`config.mk`:
```
export PLATFORM = sky130hd
export DESIGN_NAME = uart_rx_ctrl
export DESIGN_NICKNAME = d
export VERILOG_FILES = /design/src/rtl/uart_rx_pkg.sv /design/src/rtl/flex_counter.sv /design/src/rtl/uart_rx_ctrl.sv
export SDC_FILE = /design/constraint.sdc
export NUM_CORES = 1
export LEC_CHECK = 0
export ABC_AREA = 1
export CAP_MARGIN = 20
export CORE_MARGIN = 2
export CORE_UTILIZATION = 51
export CTS_CLUSTER_SIZE = 28
export DETAILED_ROUTE_END_ITERATION = 8
export PLACE_DENSITY_LB_ADDON = 0.15
export SETUP_SLACK_MARGIN = 0.2
export SYNTH_ARGS = -nofsm -noshare
export SYNTH_HDL_FRONTEND = slang
export SYNTH_HIERARCHICAL = 1
export SYNTH_SLANG_ARGS = --single-unit
```
`constraint.sdc`:
```
create_clock -name clk -period 1.9 [get_ports clk]
set_input_delay 0.38 -clock clk [delete_from_list [all_inputs] [get_ports clk]]
set_output_delay 0.38 -clock clk [all_outputs]
set_load 0.02 [all_outputs]
```
`src/rtl/uart_rx_pkg.sv`:
```
// uart_rx_pkg: shared types and defaults for the UART receiver.
// Imported by uart_rx_ctrl and its bench-facing parameters.
package uart_rx_pkg;

  typedef enum logic [2:0] {
    IDLE,
    START_CHK,
    DATA,
    STOP,
    LOAD
  } rx_state_t;

  localparam int CLKS_PER_BIT_DEF = 10;
  localparam int DATA_BITS_DEF    = 8;

endpackage

```
`src/rtl/flex_counter.sv`:
```
// flex_counter: up-counter that wraps rollover_val -> 1, flag registered.
// A clear restarts the count; with count_enable high it lands on 1.
module flex_counter #(
  parameter int SIZE = 4
) (
  input  logic            clk,
  input  logic            n_rst,
  input  logic            clear,
  input  logic            count_enable,
  input  logic [SIZE-1:0] rollover_val,
  output logic [SIZE-1:0] count_out,
  output logic            rollover_flag
);

  localparam logic [SIZE-1:0] ONE = SIZE'(1);

  logic [SIZE-1:0] r_count;
  logic [SIZE-1:0] w_next;
  logic            r_flag;

  always_comb begin
    w_next = r_count;
    if (clear) begin
      w_next = count_enable ? ONE : '0;
    end else if (count_enable) begin
      w_next = (r_count == rollover_val) ? ONE
                                         : r_count + ONE;
    end
  end

  always_ff @(posedge clk or negedge n_rst) begin
    if (!n_rst) begin
      r_count <= '0;
      r_flag  <= 1'b0;
    end else begin
      r_count <= w_next;
      r_flag  <= (w_next == rollover_val);
    end
  end

  assign count_out     = r_count;
  assign rollover_flag = r_flag;

endmodule

```
`src/rtl/uart_rx_ctrl.sv`:
```
// uart_rx_ctrl: UART receiver with framing and overrun reporting.
// Mid-bit sampling is timed by a cycle counter and a bit counter.
module uart_rx_ctrl
  import uart_rx_pkg::*;
#(
  parameter int CLKS_PER_BIT = CLKS_PER_BIT_DEF,
  parameter int DATA_BITS    = DATA_BITS_DEF
) (
  input  logic                 clk,
  input  logic                 n_rst,
  input  logic                 serial_in,
  input  logic                 data_read,
  output logic [DATA_BITS-1:0] rx_data,
  output logic                 data_ready,
  output logic                 framing_error,
  output logic                 overrun_error,
  output logic                 busy
);

  localparam logic [9:0] CPB_V  = 10'(CLKS_PER_BIT);
  localparam logic [9:0] HALF_V = 10'(CLKS_PER_BIT / 2 - 1);
  localparam logic [9:0] LAST_V = 10'(CLKS_PER_BIT - 1);
  localparam logic [3:0] BITS_V = 4'(DATA_BITS);

  rx_state_t r_state;
  rx_state_t w_next;

  logic r_sync1;
  logic r_sync2;
  logic r_prev;

  logic [DATA_BITS-1:0] r_shift;
  logic [DATA_BITS-1:0] r_data;
  logic                 r_rdy;
  logic                 r_ferr;
  logic                 r_ovr;

  logic       w_edge;
  logic       w_start;
  logic       w_half;
  logic       w_start_ok;
  logic       w_cyc_clr;
  logic       w_cyc_en;
  logic       w_shift;
  logic       w_load_ok;
  logic       w_load_bad;
  logic [9:0] w_cyc_cnt;
  logic       w_cyc_flag;
  logic [3:0] w_bit_cnt;
  logic       w_bit_flag;

  always_ff @(posedge clk or negedge n_rst) begin
    if (!n_rst) begin
      r_sync1 <= 1'b1;
      r_sync2 <= 1'b1;
      r_prev  <= 1'b1;
    end else begin
      r_sync1 <= serial_in;
      r_sync2 <= r_sync1;
      r_prev  <= r_sync2;
    end
  end

  assign w_edge     = r_prev & ~r_sync2;
  assign w_start    = (r_state == IDLE) & w_edge;
  assign w_half     = (r_state == START_CHK) &
                      (w_cyc_cnt == HALF_V);
  assign w_start_ok = w_half & ~r_sync2;

  // Restart on a good start bit so flags land mid-bit afterwards
  assign w_cyc_clr  = w_start | w_start_ok;
  assign w_cyc_en   = (r_state != IDLE);
  assign w_shift    = (r_state == DATA) & w_cyc_flag &
                      (w_bit_cnt != BITS_V);
  assign w_load_ok  = (r_state == LOAD) & w_cyc_flag &
                      r_sync2;
  assign w_load_bad = (r_state == LOAD) & w_cyc_flag &
                      ~r_sync2;

  flex_counter #(.SIZE(10)) u_cyc_cnt (
    .clk          (clk),
    .n_rst        (n_rst),
    .clear        (w_cyc_clr),
    .count_enable (w_cyc_en),
    .rollover_val (CPB_V),
    .count_out    (w_cyc_cnt),
    .rollover_flag(w_cyc_flag)
  );

  flex_counter #(.SIZE(4)) u_bit_cnt (
    .clk          (clk),
    .n_rst        (n_rst),
    .clear        (w_start),
    .count_enable (w_shift),
    .rollover_val (BITS_V),
    .count_out    (w_bit_cnt),
    .rollover_flag(w_bit_flag)
  );

  always_ff @(posedge clk or negedge n_rst) begin
    if (!n_rst) begin
      r_state <= IDLE;
    end else begin
      r_state <= w_next;
    end
  end

  always_comb begin
    w_next = r_state;
    unique case (r_state)
      IDLE: begin
        if (w_start) w_next = START_CHK;
      end
      START_CHK: begin
        if (w_half) w_next = r_sync2 ? IDLE : DATA;
      end
      DATA: begin
        if (w_bit_flag) w_next = STOP;
      end
      // Enter LOAD so the stop bit is judged on the flag cycle
      STOP: begin
        if (w_cyc_cnt == LAST_V) w_next = LOAD;
      end
      LOAD: begin
        w_next = IDLE;
      end
      default: begin
        w_next = IDLE;
      end
    endcase
  end

  always_ff @(posedge clk or negedge n_rst) begin
    if (!n_rst) begin
      r_shift <= '0;
      r_data  <= '0;
      r_rdy   <= 1'b0;
      r_ferr  <= 1'b0;
      r_ovr   <= 1'b0;
    end else begin
      if (w_shift) begin
        r_shift <= {r_sync2, r_shift[DATA_BITS-1:1]};
      end
      if (w_start_ok) begin
        r_ferr <= 1'b0;
      end else if (w_load_bad) begin
        r_ferr <= 1'b1;
      end
      // A read in the load cycle consumes the old frame
      if (w_load_ok) begin
        r_data <= r_shift;
        r_rdy  <= 1'b1;
        r_ovr  <= ~data_read & (r_ovr | r_rdy);
      end else if (data_read) begin
        r_rdy <= 1'b0;
        r_ovr <= 1'b0;
      end
    end
  end

  assign rx_data       = r_data;
  assign data_ready    = r_rdy;
  assign framing_error = r_ferr;
  assign overrun_error = r_ovr;
  assign busy          = (r_state != IDLE);

endmodule
```
==> metrics.md <==
| Metric | Value |
|---|---|
| Outcome | `completed` |
| DRT antenna net count | `0` |
| Antenna violations before repair | `0` |
| DPL Wire Length | `4388 µm` |
| Drt pass-1 iters | `4` |
| Worst setup margin | `between 0.01 and 0.015 ns` |
| Mapped Cells | `between 300 and 400` |
| Setup crit end kind | `register` |
| Routing usage on met1 | `27.25%` |
| Post-synthesis async set-or-reset flop share | `100.0%` |
| Final period util | `roughly 100%` |
| Worst setup path category | `register to register` |
| Req. time, crit path | `between 2 and 2.5 ns` |
| Area grow syn2layout | `29.32%` |
| Die span in x | `76.21 µm` |
| Final Critical Period | `1.888 ns` |
| Final Cell Area | `roughly 3400 µm²` |
| Primary FF master, synth | `dfrtp_1` |
| Most frequent cell after synthesis | `nand2_1` |
| Clock sink count | `41` |
| CTS tree | `yes` |
| Vias in the first global route | `2262` |
| Fin. Hold Viols | `0` |
| IO buf count | `15` |
| Synth top cells by count | `nand2_1, inv_1, dfrtp_1` |
| Dpl cell area | `between 3000 and 4000 µm²` |
| Avg Inst Size Synth | `between 6 and 7 µm²` |
| CTS buffer count | `5` |
| Ports | `16` |
| Finish-stage setup viols | `0` |
| Met3 GRT Util | `roughly 3.7%` |
| Cell variety after synth | `31` |
| Share of cells above drive strength 1 | `a little under a quarter` |
| Hold_buf cts | `0` |
| Initial Util | `between 50 and 60%` |
| N_diodes | `0` |
| Pre-CTS setup slack | `between 0.01 and 0.015 ns` |
| Leakage | `approximately 1.9 nW` |
| Cell mode on critical path | `nand2_1` |
| DR WL/cell | `approximately 11 µm` |
| Final Max Slew Viols | `0` |
| Largest cells by area after synthesis | `dfrtp_1, nand2_1, inv_1` |
| CTS clock-pin slew for the worst setup and hold paths | `0.09 ns` |
| Crit-path slowest cell | `dfrtp_1` |
| Drt via density | `between 4 and 5` |
| Flops & latches, synth | `a little over 40` |
| Root buffer cell | `clkbuf_8` |
| VDD IR max | `0.7075 mV` |
| Die Ht | `about 76 µm` |
| Nets | `around 480` |
| RSZ-0062 raised after global routing | `true` |
| Placeable Area | `around 5100 µm²` |
| Filler cell count | `455` |
| CP Cell Sequence | `nor2_2 -> nand2_1 -> nor2_2 -> nand4_1 -> o21ai_4 -> inv_4 -> a21oi_2 -> inv_1 -> nand2_1 -> nand2_1 -> nand2_1 -> nand2_1 -> nor2_1 -> nand2_1 -> nor2_1` |
| Cell Rows | `26` |
| Cell accounting for the most synthesized area | `dfrtp_1` |
| GR Util met2 | `between 30 and 40%` |
| Fmax | `529.6 MHz` |
| Total gr overflow | `0` |
| Die area | `~5800 µm²` |
| DRC Markers | `0` |
| Final WL | `~6000 µm` |
| Post-Syn Area | `about 2700 µm²` |
| H-tree levels | `2` |
| Ys Warns | `6` |
| Largest net degree at the start of global routing | `22` |
| First-pass GRT wire length | `between 10000 and 15000 µm` |
| Slowest stage delay, CP | `approximately 0.42 ns` |
| Share of the synthesized area in the top cell type | `between 30% and 40%` |
| Arr. time, crit path | `roughly 2.1 ns` |
| DRT iter0 DRCs | `140` |
| PwrDens | `roughly 1000 nW/µm²` |
| Vias | `between 2000 and 2500` |
| Worst Hold Class | `input port to asynchronous set/reset pin` |
| EDFF count, synth | `0` |
| Setup Skew | `0.009572 ns` |
| GRT Total Usage | `about 22%` |
| Max-cap violations | `0` |
| Max clock buf depth | `2` |
| Busiest grt layer | `met2` |
| Clock latency at the later pin of the worst-skew pair | `approximately 0.30 ns` |
| Startpoint Class | `register` |
| Post-synthesis sequential area ratio | `roughly 39%` |
| Setup_tns | `0 ns` |
| CP Max Fanout | `7` |
| Placer Congestion | `0.8729` |
[report_power, final]
part	switching [mW]	leakage, nW	total (mW)	internal, mW
logic	0.954	1.29	1.69	0.732
registers	0.176	0.542	1.17	0.991
clock network	0.336	0.0481	0.597	0.261
total	1.47	1.88	3.45	1.98
[logic make-up after synthesis]
logic type      after synthesis  share of synthesized area (%)
other cells                   2                         0.2825
mux                           1                         0.5645
simple gates                228                          38.35
buf+inv                      74                          11.58
fa+ha+maj                     2                         0.9410
flops                        41                          38.73
xor+xnor                      3                         0.9884
compound gates               30                          8.565
[worst max-delay path: cells and delay by family, from the launching register on]
kind	cells	cell delay [ns]
AO/OA/AOI/OAI	2	0.26
buffers and inverters	2	0.14
flip-flops	1	0.42
AND/OR/NAND/NOR	11	0.99
[layout by cell type, fill, tap and decap left out, types with 4 or more instances in the layout]
master	count
buf_4	33
nand2_1	137
nand3_2	4
o21ai_2	15
nor2_1	32
a21oi_1	5
nor2_2	13
nand4_1	6
inv_1	63
clkdlybuf4s50_1	10
nand3_1	22
clkbuf_8	5
dfrtp_1	32
conb_1	41
inv_2	4
dfrtp_2	6
[flip-flops by register name (all words and copies together) (netlist names)]
signal,flops
u_cyc_cnt/count_out,10
r_shift,8
rx_data,8
u_bit_cnt/count_out,4
r_state,3
data_ready,1
framing_error,1
overrun_error,1
r_prev,1
r_sync1,1
r_sync2,1
u_bit_cnt/rollover_flag,1
u_cyc_cnt/rollover_flag,1
[timing repair]
action,in CTS,in global routing
gates resized for setup,8,10
setup buffers,11,9
pin swaps,4,8
endpoints found under the setup margin,4,9
[final timing paths]
kind                                             startpoint                                 to  slack [ns]  cells after the start
max in group asynchronous                             n_rst             r_state[0]$_DFFE_PN0P_        1.37                      2
min                                                   n_rst             r_shift[1]$_DFFE_PN0P_        0.03                      1
min reg2reg                               r_sync1$_DFF_PN1_                  r_sync2$_DFF_PN1_        0.36                      0
max reg2reg                u_cyc_cnt/count_out[7]$_DFF_PN0_  u_cyc_cnt/rollover_flag$_DFF_PN0_        0.01                     15
max                        u_cyc_cnt/count_out[7]$_DFF_PN0_  u_cyc_cnt/rollover_flag$_DFF_PN0_        0.01                     15
min in group clk                          r_sync1$_DFF_PN1_                  r_sync2$_DFF_PN1_        0.36                      0
[layout make-up]
class,instances,area [µm²],area share [%]
clock buffer,5,68.82,2.001
timing repair buffer,50,426.7,12.41
clock inverter,3,22.52,0.6550
sequential,41,1037,30.17
inverter,70,270.3,7.860
tap,70,87.58,2.547
multi-input combinational,305,1525,44.36
[routing by layer]
metal  wire, µm  vias up
li1           -     1301
met1       2618     1112
met2       3059       44
met3        194       10
met4         95        0
met5          0        -
[per-stage QoR]
| stage | hold WS (ns) | power [mW] | util (%) | instances |
|---|---|---|---|---|
| floorplan | 0.08441 | 2.151 | - | 420 |
| global placement | 0.3509 | 2.478 | 62.03 | 516 |
| detailed placement | 0.3484 | 2.499 | 62.03 | 516 |
| CTS | 0.04319 | 3.205 | 65.83 | 535 |
| global route | 0.06236 | 3.727 | 67.75 | 544 |
| finish | 0.02974 | 3.450 | 67.75 | 544 |
No activity file was read; power rests on OpenSTA's default activity.
